### src/rtl/wire_cmd_serializer.sv
// wire_cmd_serializer
//   Watches the host Wire In word for a toggle-bit change and decodes each change
//   as one command. Commands with opcode 1..6 are sent as a 4-byte frame over a
//   valid/ready byte interface: header, arg high nibble, arg low byte, XOR checksum.
//   One further command can wait in a pending slot while a frame is in flight.
//
// Ports
//   clock      system clock (same domain as the Wire In endpoint)
//   resetn     asynchronous active-low reset
//   wire_data  [15] toggle, [14:12] opcode, [11:0] argument
//   tx_ready   UART transmitter can accept a byte
//   tx_data    byte to transmit
//   tx_valid   tx_data valid
//   busy       frame in progress
//   status     {err_overrun, err_opcode, busy, pending, 4'b0, cmd_count}
//
// state    | meaning
// ST_IDLE  | no frame in flight, tx_valid low
// ST_HDR   | presenting {HDR_TAG, opcode}
// ST_ARGH  | presenting {4'b0, arg[11:8]}
// ST_ARGL  | presenting arg[7:0]
// ST_CSUM  | presenting XOR of the three preceding bytes

module wire_cmd_serializer #(
    parameter logic [4:0] HDR_TAG   = 5'b10100,
    parameter int         CNT_WIDTH = 8
) (
    input  logic        clock,
    input  logic        resetn,
    input  logic [15:0] wire_data,
    input  logic        tx_ready,
    output logic [7:0]  tx_data,
    output logic        tx_valid,
    output logic        busy,
    output logic [15:0] status
);

    typedef enum logic [2:0] {
        ST_IDLE,
        ST_HDR,
        ST_ARGH,
        ST_ARGL,
        ST_CSUM
    } state_t;

    state_t                 state, state_nxt;
    logic                   prev_toggle;
    logic [14:0]            act_word, act_word_nxt;
    logic [14:0]            pend_word, pend_word_nxt;
    logic                   pending, pending_nxt;
    logic [CNT_WIDTH-1:0]   cmd_count, cmd_count_nxt;
    logic                   err_overrun, err_overrun_nxt;
    logic                   err_opcode, err_opcode_nxt;

    logic                   new_cmd;
    logic                   xfer;
    logic                   can_start;
    logic                   start;
    logic [14:0]            start_word;
    logic [2:0]             start_op;

    logic [7:0]             hdr_byte, argh_byte, argl_byte, csum_byte;

    assign hdr_byte  = {HDR_TAG, act_word[14:12]};
    assign argh_byte = {4'b0000, act_word[11:8]};
    assign argl_byte = act_word[7:0];
    assign csum_byte = hdr_byte ^ argh_byte ^ argl_byte;

    assign tx_valid = (state != ST_IDLE);
    assign busy     = tx_valid;
    assign status   = {err_overrun, err_opcode, busy, pending, 4'b0000, 8'(cmd_count)};

    always_comb begin
        tx_data = 8'h00;
        case (state)
            ST_HDR:  tx_data = hdr_byte;
            ST_ARGH: tx_data = argh_byte;
            ST_ARGL: tx_data = argl_byte;
            ST_CSUM: tx_data = csum_byte;
            default: tx_data = 8'h00;
        endcase
    end

    always_comb begin
        state_nxt       = state;
        act_word_nxt    = act_word;
        pend_word_nxt   = pend_word;
        pending_nxt     = pending;
        cmd_count_nxt   = cmd_count;
        err_overrun_nxt = err_overrun;
        err_opcode_nxt  = err_opcode;
        start           = 1'b0;
        start_word      = '0;
        start_op        = 3'd0;

        new_cmd   = wire_data[15] ^ prev_toggle;
        xfer      = tx_valid & tx_ready;
        // A new frame may begin when idle or on the edge the checksum byte leaves.
        can_start = (state == ST_IDLE) || ((state == ST_CSUM) && xfer);

        case (state)
            ST_HDR:  if (xfer) state_nxt = ST_ARGH;
            ST_ARGH: if (xfer) state_nxt = ST_ARGL;
            ST_ARGL: if (xfer) state_nxt = ST_CSUM;
            ST_CSUM: if (xfer) state_nxt = ST_IDLE;
            default: state_nxt = ST_IDLE;
        endcase

        if (can_start && pending) begin
            // Pending word drains first; a word arriving on the same edge refills the slot.
            start         = 1'b1;
            start_word    = pend_word;
            pending_nxt   = new_cmd;
            if (new_cmd) begin
                pend_word_nxt = wire_data[14:0];
            end
        end else if (can_start && new_cmd) begin
            start      = 1'b1;
            start_word = wire_data[14:0];
        end else if (new_cmd) begin
            if (pending) begin
                err_overrun_nxt = 1'b1;
            end else begin
                pending_nxt   = 1'b1;
                pend_word_nxt = wire_data[14:0];
            end
        end

        if (start) begin
            start_op     = start_word[14:12];
            act_word_nxt = start_word;
            if (start_op == 3'd7) begin
                err_opcode_nxt = 1'b1;
                state_nxt      = ST_IDLE;
            end else begin
                cmd_count_nxt = cmd_count + CNT_WIDTH'(1);
                state_nxt     = (start_op == 3'd0) ? ST_IDLE : ST_HDR;
            end
        end
    end

    always_ff @(posedge clock or negedge resetn) begin
        if (!resetn) begin
            state       <= ST_IDLE;
            prev_toggle <= 1'b0;
            act_word    <= '0;
            pend_word   <= '0;
            pending     <= 1'b0;
            cmd_count   <= '0;
            err_overrun <= 1'b0;
            err_opcode  <= 1'b0;
        end else begin
            state       <= state_nxt;
            prev_toggle <= wire_data[15];
            act_word    <= act_word_nxt;
            pend_word   <= pend_word_nxt;
            pending     <= pending_nxt;
            cmd_count   <= cmd_count_nxt;
            err_overrun <= err_overrun_nxt;
            err_opcode  <= err_opcode_nxt;
        end
    end

endmodule
### config.mk
export PLATFORM = sky130hd
export DESIGN_NAME = wire_cmd_serializer
export DESIGN_NICKNAME = d
export VERILOG_FILES = /design/src/rtl/wire_cmd_serializer.sv
export SDC_FILE = /design/constraint.sdc
export NUM_CORES = 1
export LEC_CHECK = 0
export CORE_ASPECT_RATIO = 1.1
export CORE_UTILIZATION = 52
export DETAILED_ROUTE_END_ITERATION = 12
export PLACE_DENSITY_LB_ADDON = 0.1
export SETUP_SLACK_MARGIN = 0.4
export SLEW_MARGIN = 10
export SYNTH_ARGS = -nofsm -noshare
export SYNTH_HDL_FRONTEND = slang
export SYNTH_SLANG_ARGS = --single-unit
### constraint.sdc
create_clock -name clock -period 2.3 [get_ports clock]
set_input_delay 0.345 -clock clock [delete_from_list [all_inputs] [get_ports clock]]
set_output_delay 0.345 -clock clock [all_outputs]
set_load 0.02 [all_outputs]
== After elaboration in Yosys (flattened, before gate mapping) ==
Index checks and enable logic that the tools add are counted.
Word-level totals
  flip-flop bits (word level): 45
  output and inout bits: 26
  word-level logic and storage cells: 64
  input port bits: 19
Operators by class
  $add $sub $neg: 1
  muxes and demuxes: 21
  bitwise gates (word level): 7
  equal/unequal tests: 12
  reductions and logical operators: 15
Operators with widths (number)
  $mux 15: 7
  $pmux 8 s4: 1
  $mux 3: 5
  $ne 3x3->1 const B: 4
  $pmux 3 s4: 1
  $reduce_and 4->1: 3
  $add 8x1->8 const B: 1
  $xor 8x4->8: 1
  $xor 8x8->8: 1
  $mux 1: 7
  $eq 3x2->1 const B: 2
  $eq 3x3->1 const B: 2
  $logic_not 3->1: 2
  $reduce_and 2->1: 3
  $ne 2x2->1 const B: 2
  $reduce_bool 2->1: 2
  $eq 3x1->1 const B: 1
  $logic_and 1x1->1: 3
  $not 1->1: 3
  $reduce_bool 3->1: 1
  $ne 2x1->1 const B: 1
  $and 1x1->1: 1
  $logic_or 1x1->1: 1
  $xor 1x1->1: 1

== Depth between registers and ports, before layout ==
  word-level depth: 11
  gate-level depth with buffers: 6
  mapped depth without buffers: 4

== Worst setup path before layout ==
OpenSTA, ideal clock, no wires.
  kind: register to output
  from: register state[0]
  to: output tx_data[0]
  arrival: 1.330 ns
  setup slack: 0.625 ns
  data required time: 1.955 ns
  buffers on the path: 1
  stages on the path, launching flop included: 5
  path through: dfrtp_1 -> clkbuf_1 -> nor2b_1 -> a22oi_1 -> o22ai_1
Between the ends
  cells in the longest elaborated chain, start to end: 2
  elaborated cells between the ends (all ways): 5
  those cells by class: eq/ne: 4; mux: 1
Ends and longest elaborated chain
  start, declared: RTL line 46  | state_t state, state_nxt;
  start signal, assigned: RTL line 153  | state <= state_nxt;
  $eq 3x3->1 (tied with other cells): RTL line 75  | case (state)
  $pmux 8 s4 *: RTL line 75
  end, declared: RTL line 32  | output logic [7:0] tx_data,
Mark *: on every way between the ends. The rest lies on a longest branch, timed or not.

== Worst setup path after layout ==
  from: register state[0]
  to: output tx_data[6]
Same word-level chain as after synthesis.

==> results.json <==
{
  "status": "finished, final reports clean",
  "clk_latency_ps": 300,
  "path_clk_slew_ps": 80,
  "drive_gt1_frac": 0.258,
  "drtIter0Drc": 120,
  "syn_area_um2": 2390,
  "synth_most_common_cell": "dfrtp_1",
  "synth_top_cell_by_area": "dfrtp_1",
  "finClkSkew_ps": 6.68,
  "cts_root_buf": "clkbuf_8",
  "synthXorXnorAreaFrac": 0.0655,
  "vias": 1890,
  "finalCritPeriodShare": 0.840,
  "cts_tree": "built",
  "fin_area_um2": 2960,
  "fillCellCount": 352,
  "htree_levels": 2,
  "ios": 45,
  "leakagePower_nw": 1.30,
  "slew_viol_final": 0,
  "synth_top_area_share": 0.472,
  "setup_viol": 0,
  "totalPowerFinal_mw": 4.41,
  "synth_compound_area_frac": 0.170,
  "critPathArrivalTime_ps": 1590,
  "synth_top_family_by_area": "compound AO/OA/AOI/OAI gates",
  "dp.final_hpwl_um": 3580,
  "rsz0062_at_grt": "yes",
  "grt_max_degree": 25,
  "synth_edf_count": 0,
  "final_net_count": 287,
  "relSlewSlack": 0.648,
  "chipHeight_um": 73.1,
  "max_freq_mhz": 518,
  "syn_to_final_growth_pct": 24.0,
  "grt_pass1_vias": 1809,
  "synthDistinctLibCells": 43,
  "synthSimpleGateAreaFrac": 0.115,
  "core_area_um2": 4350,
  "synth.area.mux_share": 0.114,
  "synth_cells": 220,
  "gr-total-overflow": 0,
  "instances_no_fill": 321,
  "synthTopCellsByCount": "dfrtp_1 (45), a22oi_1 (25), o21ai_0 (15), nand2_1 (11), xor2_1 (11)",
  "cts_buffers": 5,
  "clock-sinks": 45,
  "end_kind": "primary output",
  "ys_async_sr_fraction": 1.00,
  "synth-main-ff-cell": "dfrtp_1",
  "hp-class": "input pin to asynchronous set/reset pin",
  "place_congestion": 0.812,
  "start_kind": "flop",
  "diodes": 0,
  "fin_crit_ps": 1930,
  "std_cell_rows": 25,
  "synth_warnings": 0,
  "placed_area_um2": 2870,
  "dp_cells": 311,
  "hold_buffers": 0,
  "wirelength_um": 5160,
  "antenna_found_initial": 0,
  "crit_required_ps": 1960,
  "finalHoldViolCount": 0,
  "seq_area_frac_synth": 0.472,
  "post_drt_via_cell_ratio": 5.89,
  "drv_cap": 0,
  "ys_ff_latch": 45,
  "crit_type": "flop to primary output",
  "synth_fa_ha_area_frac": 0.00943,
  "pre_cts_slack_ps": 185,
  "timing.final.ws_setup_ps": 368,
  "grt_pass1_wl_um": 8360,
  "setup_tns_ps": 0,
  "initial_core_util": 0.549,
  "crit_fanout": 7,
  "grt_usage": 0.229,
  "ir_drop_mv": 0.787,
  "dieWidth_um": 66.6,
  "power_density_nw_per_um2": 1490,
  "crit_start": "state[0]",
  "tightestPinTransition_ps": 528,
  "io_buffer_count": 40,
  "drc_errors": 0,
  "wl_per_cell_um": 16.1,
  "dieArea_um2": 4870,
  "yosys-top-cells-area": "dfrtp_1 (47%), a22oi_1 (7.9%), mux2_4 (6.3%)",
  "postRouteAntennaNets": 0,
  "drtPass1Iterations": 4,
  "avgSynthCellArea_um2": 10.9,
  "clock_path_buffers": 2,
  "reg2reg_from": "state[0]"
}
## per-stage QoR
step            util  hold WS, ps
2_1_floorplan      -         49.4
3_3_place_gp   0.661          353
3_5_place_dp   0.661          352
4_1_cts        0.684         34.1
5_1_grt        0.681         56.8
6_report       0.681         18.6
## repair_timing
item,CTS,global route
resized for setup,32,18
endpoints found under the setup margin,11,12
pin swaps,0,1
setup buffers,3,0
gates cloned,0,0
## cell type report
cell class / instances / area, um^2 / area share
Multi-Input combinational cell: 156 / 1160 / 0.392
Clock buffer: 7 / 86.3 / 0.0292
Tap cell: 54 / 67.6 / 0.0228
Inverter: 2 / 7.51 / 0.00254
Sequential cell: 45 / 1130 / 0.382
Timing Repair Buffer: 57 / 507 / 0.171
## flip-flops by register name, summed over array words and instances (netlist names)
name,cells
state,3
cmd_count,8
pend_word,15
err_opcode,1
act_word,15
err_overrun,1
prev_toggle,1
pending,1
## cell families after synthesis
group           count (synthesis)
compound gates                 62
xor+xnor                       17
fa+ha+maj                       2
buf+inv                        22
flops                          45
mux                            21
other cells                     1
simple gates                   50
## path summary, 6_finish.rpt
path                       slack, ps  cells past startpoint      endpoint
hold reg to reg                  470                      1  cmd_count[7]
setup / recovery                 370                      5    tx_data[6]
setup reg to reg                 510                      6  pend_word[1]
min in group clock               470                      1  cmd_count[7]
hold / removal                    20                      1      state[1]
max in group asynchronous       1760                      2       pending
## cells in the final DEF (no fill, tap or decap), types with 3 or more instances in the layout
master,netlist,routed
a22oi_1,25,24
dfrtp_1,45,42
conb_1,1,4
nand3_1,5,5
buf_4,9,18
o22ai_1,6,6
xor2_1,11,11
xnor2_1,5,5
clkdlybuf4s50_1,0,28
clkbuf_8,0,6
nor3_1,6,6
o21ai_0,15,15
nor2_1,5,4
clkbuf_2,0,4
nor2b_1,5,4
dfrtp_2,0,3
nand2_1,11,9
mux2_2,9,9
a21oi_1,8,8
buf_2,2,4
and3_1,4,4
mux2_4,10,10
## critical path, cell delays in order (launching register included)
cell and delay (ps):
dfrtp_2 470, buf_4 170, nand3b_1 150, nand2_2 90, and2_1 170, clkdlybuf4s15_2 250
## power by group
group | switching (mW) | internal, mW
combinational | 1.17 | 1.19
sequential | 0.386 | 1.17
clock | 0.253 | 0.239
## metal layers
layer / wire (um) / vias to the layer above / track usage
met5: 0 / - / 0
met4: 59 / 0 / 0.0709
met3: 284 / 6 / 0.0438
met2: 2430 / 60 / 0.370
met1: 2390 / 939 / 0.310
li1: - / 885 / -
(Power assumes the default switching activity.)
